**src/rtl/axi_aw_w_burst_tracker.sv**
```systemverilog
// rtl/axi_aw_w_burst_tracker.sv - AXI4 AW/W burst tracker (optional 4KB check: AXI_AW_4KB_CHECK_EN)
module axi_aw_w_burst_tracker #(
    parameter int ADDR_WIDTH = 32,
    parameter int ID_WIDTH   = 4,
    parameter int LEN_WIDTH  = 8,
    parameter int DEPTH      = 8
) (
    input  logic                     AWCLK,
    input  logic                     ARESET,
    input  logic                     AWVALID,
    input  logic                     AWREADY,
    input  logic [ADDR_WIDTH-1:0]    AWADDR,
    input  logic [ID_WIDTH-1:0]      AWID,
    input  logic [LEN_WIDTH-1:0]     AWLEN,
    input  logic [2:0]               AWSIZE,
    input  logic [1:0]               AWBURST,
    input  logic                     WVALID,
    input  logic                     WREADY,
    input  logic                     WLAST,
    output logic [ID_WIDTH-1:0]      cur_wid,
    output logic                     cur_wid_vld,
    output logic [LEN_WIDTH-1:0]     beat_cnt,
    output logic [$clog2(DEPTH):0]   outstanding,
    output logic                     err_wlast_early,
    output logic                     err_wlast_missing,
    output logic                     err_overflow,
    output logic                     err_w_orphan,
    output logic                     err_4kb
);

    localparam int PW = $clog2(DEPTH);
    localparam logic [PW:0]          FULL_CNT = (PW+1)'(DEPTH);
    localparam logic [LEN_WIDTH-1:0] LEN_ONE  = LEN_WIDTH'(1);

    typedef enum logic {IDLE, BURST} state_t;

    state_t                state, state_nxt;
    logic [ID_WIDTH-1:0]   id_q  [DEPTH];
    logic [LEN_WIDTH-1:0]  len_q [DEPTH];
    logic [PW-1:0]         wr_ptr, rd_ptr, rd_nxt;
    logic [PW:0]           cnt_nxt;
    logic [ID_WIDTH-1:0]   wid_nxt;
    logic [LEN_WIDTH-1:0]  head_len;
    logic aw_hs, w_hs, q_empty, q_full, w_bound, close, push;

    // Handshake decode; with an empty queue the beat binds to a same-cycle AW
    always_comb begin
        aw_hs    = AWVALID & AWREADY;
        w_hs     = WVALID & WREADY;
        q_empty  = (outstanding == '0);
        q_full   = (outstanding == FULL_CNT);
        head_len = q_empty ? AWLEN : len_q[rd_ptr];
        w_bound  = w_hs & (~q_empty | aw_hs);
        close    = w_bound & (WLAST | (beat_cnt == head_len));
        push     = aw_hs & (~q_full | close);
        cnt_nxt  = outstanding + (PW+1)'(push) - (PW+1)'(close);
        rd_nxt   = rd_ptr + PW'(close);
        wid_nxt  = '0;
        if (cnt_nxt != '0) begin
            // the slot being written becomes head when nothing older survives the pop
            if (push && (rd_nxt == wr_ptr)) wid_nxt = AWID;
            else                            wid_nxt = id_q[rd_nxt];
        end
    end

    // Burst FSM next state: IDLE until the first non-closing beat of a burst
    always_comb begin
        state_nxt = state;
        case (state)
            IDLE:    if (w_bound & ~close) state_nxt = BURST;
            BURST:   if (close)            state_nxt = IDLE;
            default: state_nxt = IDLE;
        endcase
    end

    // Queue storage; no reset needed since pointers define validity
    always_ff @(posedge AWCLK) begin
        if (!ARESET && push) begin
            id_q[wr_ptr]  <= AWID;
            len_q[wr_ptr] <= AWLEN;
        end
    end

    // Pointers, counters, registered head view and error pulses
    always_ff @(posedge AWCLK) begin
        if (ARESET) begin
            state             <= IDLE;
            wr_ptr            <= '0;
            rd_ptr            <= '0;
            outstanding       <= '0;
            beat_cnt          <= '0;
            cur_wid           <= '0;
            cur_wid_vld       <= 1'b0;
            err_wlast_early   <= 1'b0;
            err_wlast_missing <= 1'b0;
            err_overflow      <= 1'b0;
            err_w_orphan      <= 1'b0;
        end else begin
            state             <= state_nxt;
            if (push) wr_ptr  <= wr_ptr + PW'(1);
            rd_ptr            <= rd_nxt;
            outstanding       <= cnt_nxt;
            cur_wid           <= wid_nxt;
            cur_wid_vld       <= (cnt_nxt != '0);
            if (close)        beat_cnt <= '0;
            else if (w_bound) beat_cnt <= beat_cnt + LEN_ONE;
            err_wlast_early   <= w_bound & WLAST & (beat_cnt < head_len);
            err_wlast_missing <= w_bound & ~WLAST & (beat_cnt == head_len);
            err_overflow      <= aw_hs & ~push;
            err_w_orphan      <= w_hs & q_empty & ~aw_hs;
        end
    end

`ifdef AXI_AW_4KB_CHECK_EN
    logic [ADDR_WIDTH:0] xfer_bytes, end_addr;
    logic                flag_4kb;

    // Last byte of an INCR burst must share the start address's 4KB page
    always_comb begin
        xfer_bytes = ((ADDR_WIDTH+1)'(AWLEN) + (ADDR_WIDTH+1)'(1)) << AWSIZE;
        end_addr   = {1'b0, AWADDR} + xfer_bytes - (ADDR_WIDTH+1)'(1);
        flag_4kb   = (AWBURST == 2'b11) ||
                     ((AWBURST == 2'b01) &&
                      (end_addr[ADDR_WIDTH] ||
                       (AWADDR[ADDR_WIDTH-1:12] != end_addr[ADDR_WIDTH-1:12])));
    end

    // One-cycle pulse after an offending AW handshake
    always_ff @(posedge AWCLK) begin
        if (ARESET) err_4kb <= 1'b0;
        else        err_4kb <= aw_hs & flag_4kb;
    end
`else
    logic unused_4kb_inputs;
    assign unused_4kb_inputs = ^{AWADDR, AWSIZE, AWBURST};
    assign err_4kb = 1'b0;
`endif

endmodule

```
**config.mk**
```make
export PLATFORM = sky130hd
export DESIGN_NAME = axi_aw_w_burst_tracker
export DESIGN_NICKNAME = d
export VERILOG_FILES = /design/src/rtl/axi_aw_w_burst_tracker.sv
export SDC_FILE = /design/constraint.sdc
export NUM_CORES = 1
export LEC_CHECK = 0
export CORE_MARGIN = 2
export CORE_UTILIZATION = 35
export DETAILED_ROUTE_END_ITERATION = 16
export GPL_TIMING_DRIVEN = 0
export HOLD_SLACK_MARGIN = 0.08
export SYNTH_ARGS = -nofsm -noshare
export SYNTH_HDL_FRONTEND = slang
export SYNTH_SLANG_ARGS = --single-unit
```
**constraint.sdc**
```tcl
create_clock -name AWCLK -period 7.9 [get_ports AWCLK]
set_clock_uncertainty 0.15 [all_clocks]
set_input_delay 2.37 -clock AWCLK [delete_from_list [all_inputs] [get_ports AWCLK]]
set_output_delay 2.37 -clock AWCLK [all_outputs]
set_load 0.01 [all_outputs]
```
==> flow_metrics.py <==
metrics = {
    "pwr": {
        "p_leak_nw": 2.186,
        "ir_drop_mv": 0.1681,
        "p_per_area_nw_per_um2": 283.4,
    },
    "finish": {
        "fin_area_um2": 6470,
        "seq_area_um2": 3423,
        "drive_gt1_frac": 0.1944,
        "num-nets-final": 457,
        "n_antenna_cell": 0,
        "final_cell_mix": "edfxtp_1 (96), clkdlybuf4s50_1 (38), dfxtp_1 (27)",
        "num-fill-cells": 1257,
        "multi_input_area_um2": 1687,
        "final_common_cell": "edfxtp_1",
        "area_growth_pct": 24.99,
    },
    "clocking": {
        "cts_hold_buf": 0,
        "cts_made_buffers": 17,
        "ctsResizeCount": 0,
        "clk_latency_ns": 0.41,
        "cts_root_buf": "clkbuf_16",
        "cts.clk_slew.worst_paths_ns": 0.05,
        "clk_path_buf_depth": 2,
        "cts.sinks": 123,
        "cts_setup_buffers": 0,
        "h-tree-depth": 4,
        "cts_tree": "yes",
    },
    "sta": {
        "finalWorstSetupSlack_ns": 2.125,
        "finalMaxSlewViolations": 0,
        "period_share": 0.7311,
        "worstMarginPinSlew_ns": 1.315,
        "finalHoldViolations": 0,
        "min_period_ns": 5.775,
        "hold_ws_ns": 0.4138,
        "slew_headroom": 0.1200,
        "setup_violations": 0,
        "rsz0062_at_grt": "no",
        "fmax_ghz": 0.1731,
        "setup_tns_ns": 0,
    },
    "logic_synthesis": {
        "async_reset_ff_frac": 0,
        "synth_cells": 320,
        "syn_avg_cell_area_um2": 16.18,
        "synthTopCellsByArea": "edfxtp_1 (56%), dfxtp_1 (10%), mux4_2 (10%)",
        "synth_warnings": 0,
        "dominantRegCellSynth": "edfxtp_1",
        "ys_seq_elements": 123,
        "synth_top_area_share": 0.5569,
        "synth.distinct_cells": 47,
        "synth_edf_count": 96,
        "syn_nets": 394,
        "ys_seq_area_frac": 0.6613,
        "synth_top_cell_by_area": "edfxtp_1",
        "syn_area_um2": 5176,
    },
    "floorplan": {
        "ioPinCount": 78,
        "start_util": 0.3575,
        "coreArea_um2": 14480,
        "die_area_um2": 15780,
        "num_rows": 44,
        "die_h_um": 125.6,
        "die_x_um": 125.6,
    },
    "min_path": {
        "hold_path_class": "reg -> reg",
    },
    "setup_path": {
        "reg2regPathDepth": 18,
        "timing.rr.end": "cur_wid[2]",
        "rrSetupSlack_ns": 2.81,
        "crit_start": "AWLEN[4]",
        "end_kind": "flop",
        "worstReg2RegStart": "rd_ptr[1]",
        "endpoint": "cur_wid[2]",
        "worst-path-max-fanout": 10,
        "startpoint_type": "input port",
        "crit_arrival_ns": 5.92,
        "critPathKind": "in -> reg",
        "worstPathRequired_ns": 8.04,
    },
    "detailed_routing": {
        "wire_per_inst_um": 18.40,
        "vias": 2940,
        "drcViolationCount": 0,
        "vias_per_cell": 5.069,
        "first_pass_iters": 7,
        "drt_iter0_drc": 232,
        "antenna_left": 0,
        "totalWireLength_um": 10670,
    },
    "global_routing": {
        "grt-ovfl-total": 0,
        "busiest_layer": "met2",
        "grt_pass1_wl_um": 16830,
        "grtUsageMet3": 0.04036,
        "grt_pass1_vias": 3014,
        "grtUsageTotal": 0.1434,
        "gr-usage-met1": 0.1919,
        "antenna_found_initial": 0,
        "grt_util_met2": 0.2156,
        "grt_max_degree": 17,
    },
    "place": {
        "dpl_cell_area_um2": 5884,
        "pre_cts_ws_ns": 1.677,
        "numPortBuffers": 38,
        "hpwl_um": 7115,
        "gpl.final_weighted_congestion": 0.7397,
    },
    "job": {
        "max_cap_viol_count": 0,
    },
    "run_status": {
        "outcome": "completed",
    },
}
-- synth_stat cells (all sizes together), types with 2 or more instances --
cell type and number:
edfxtp 96, dfxtp 27, nor2 25, mux4 24, ha 17, a21oi 13, mux2i 13, nand2 10
o21ai 10, nor2b 9, clkbuf 8, buf 7, inv 6, nor3 6, xnor2 6, xor2 6
nand4 5, o211a 5, nand2b 4, nand3 3, and2 2, nor3b 2
-- flip-flops by register name (all words and copies together), names as in the netlist --
name / count
len_q: 64
err_overflow: 1
id_q: 32
cur_wid_vld: 1
err_wlast_early: 1
err_wlast_missing: 1
beat_cnt: 8
cur_wid: 4
err_w_orphan: 1
outstanding: 4
wr_ptr: 3
rd_ptr: 3
-- cell families after synthesis --
kind of cell             Yosys count  synth area share
flip-flops                       123            0.6613
AND/OR/NAND/NOR                   73           0.07470
multiplexers                      38            0.1317
AO/OA/AOI/OAI                     34           0.04424
buffers and inverters             21           0.01837
adder cells (fa/ha/maj)           18           0.04496
XOR/XNOR                          12           0.02393
other                              1         0.0007245
-- power breakdown --
part	total, mW	leakage [nW]	switching, mW	internal, mW
combinational	0.328	0.820	0.178	0.150
sequential	0.738	1.08	0.0132	0.725
clock	0.768	0.282	0.276	0.492
-- through the flow --
stage	utilization	instances	total power [mW]
after floorplan	-	320	0.9573
after global placement	0.3997	542	1.071
after detailed placement	0.4064	548	1.081
after CTS	0.4467	580	1.850
after global routing	0.4469	580	1.913
final	0.4469	580	1.833
-- worst min-delay path by stage --
stage / start / end / slack, ns / cells past startpoint
finish: beat_cnt[7] / beat_cnt[7] / 0.41 / 2
global route: beat_cnt[7] / beat_cnt[7] / 0.47 / 2
CTS: beat_cnt[7] / beat_cnt[7] / 0.42 / 2
detailed placement: beat_cnt[7] / beat_cnt[7] / 0.41 / 2
global placement: beat_cnt[1] / beat_cnt[1] / 0.41 / 2
floorplan: beat_cnt[7] / beat_cnt[7] / 0.42 / 2
-- worst max-delay path, stage by stage --
cell and delay [ns]:
clkdlybuf4s50_1 0.58, a21oi_1 0.30, ha_1 0.28, nand4_1 0.15, o21bai_1 0.11, nand2_1 0.13, inv_1 0.10, ha_1 0.20
ha_1 0.26, clkbuf_1 0.47, xnor2_1 0.21, o2111ai_2 0.21, or2_4 0.30, o211a_1 0.23
-- layer usage --
layer,routed length [µm],share of wire
met1,4905,0.46
met2,4991,0.47
met3,517,0.048
met4,259,0.024
met5,0,0
-- area by class of cell --
cell class / instances / share of cell area
timing repair buffer: 44 / 0.06981
tap: 184 / 0.03558
buffer: 15 / 0.01122
clock buffer: 19 / 0.06691
multi-input combinational: 176 / 0.2607
sequential: 123 / 0.5291
inverter: 6 / 0.003481
clock inverter: 13 / 0.02321
Power figures use the tool's default switching activity.
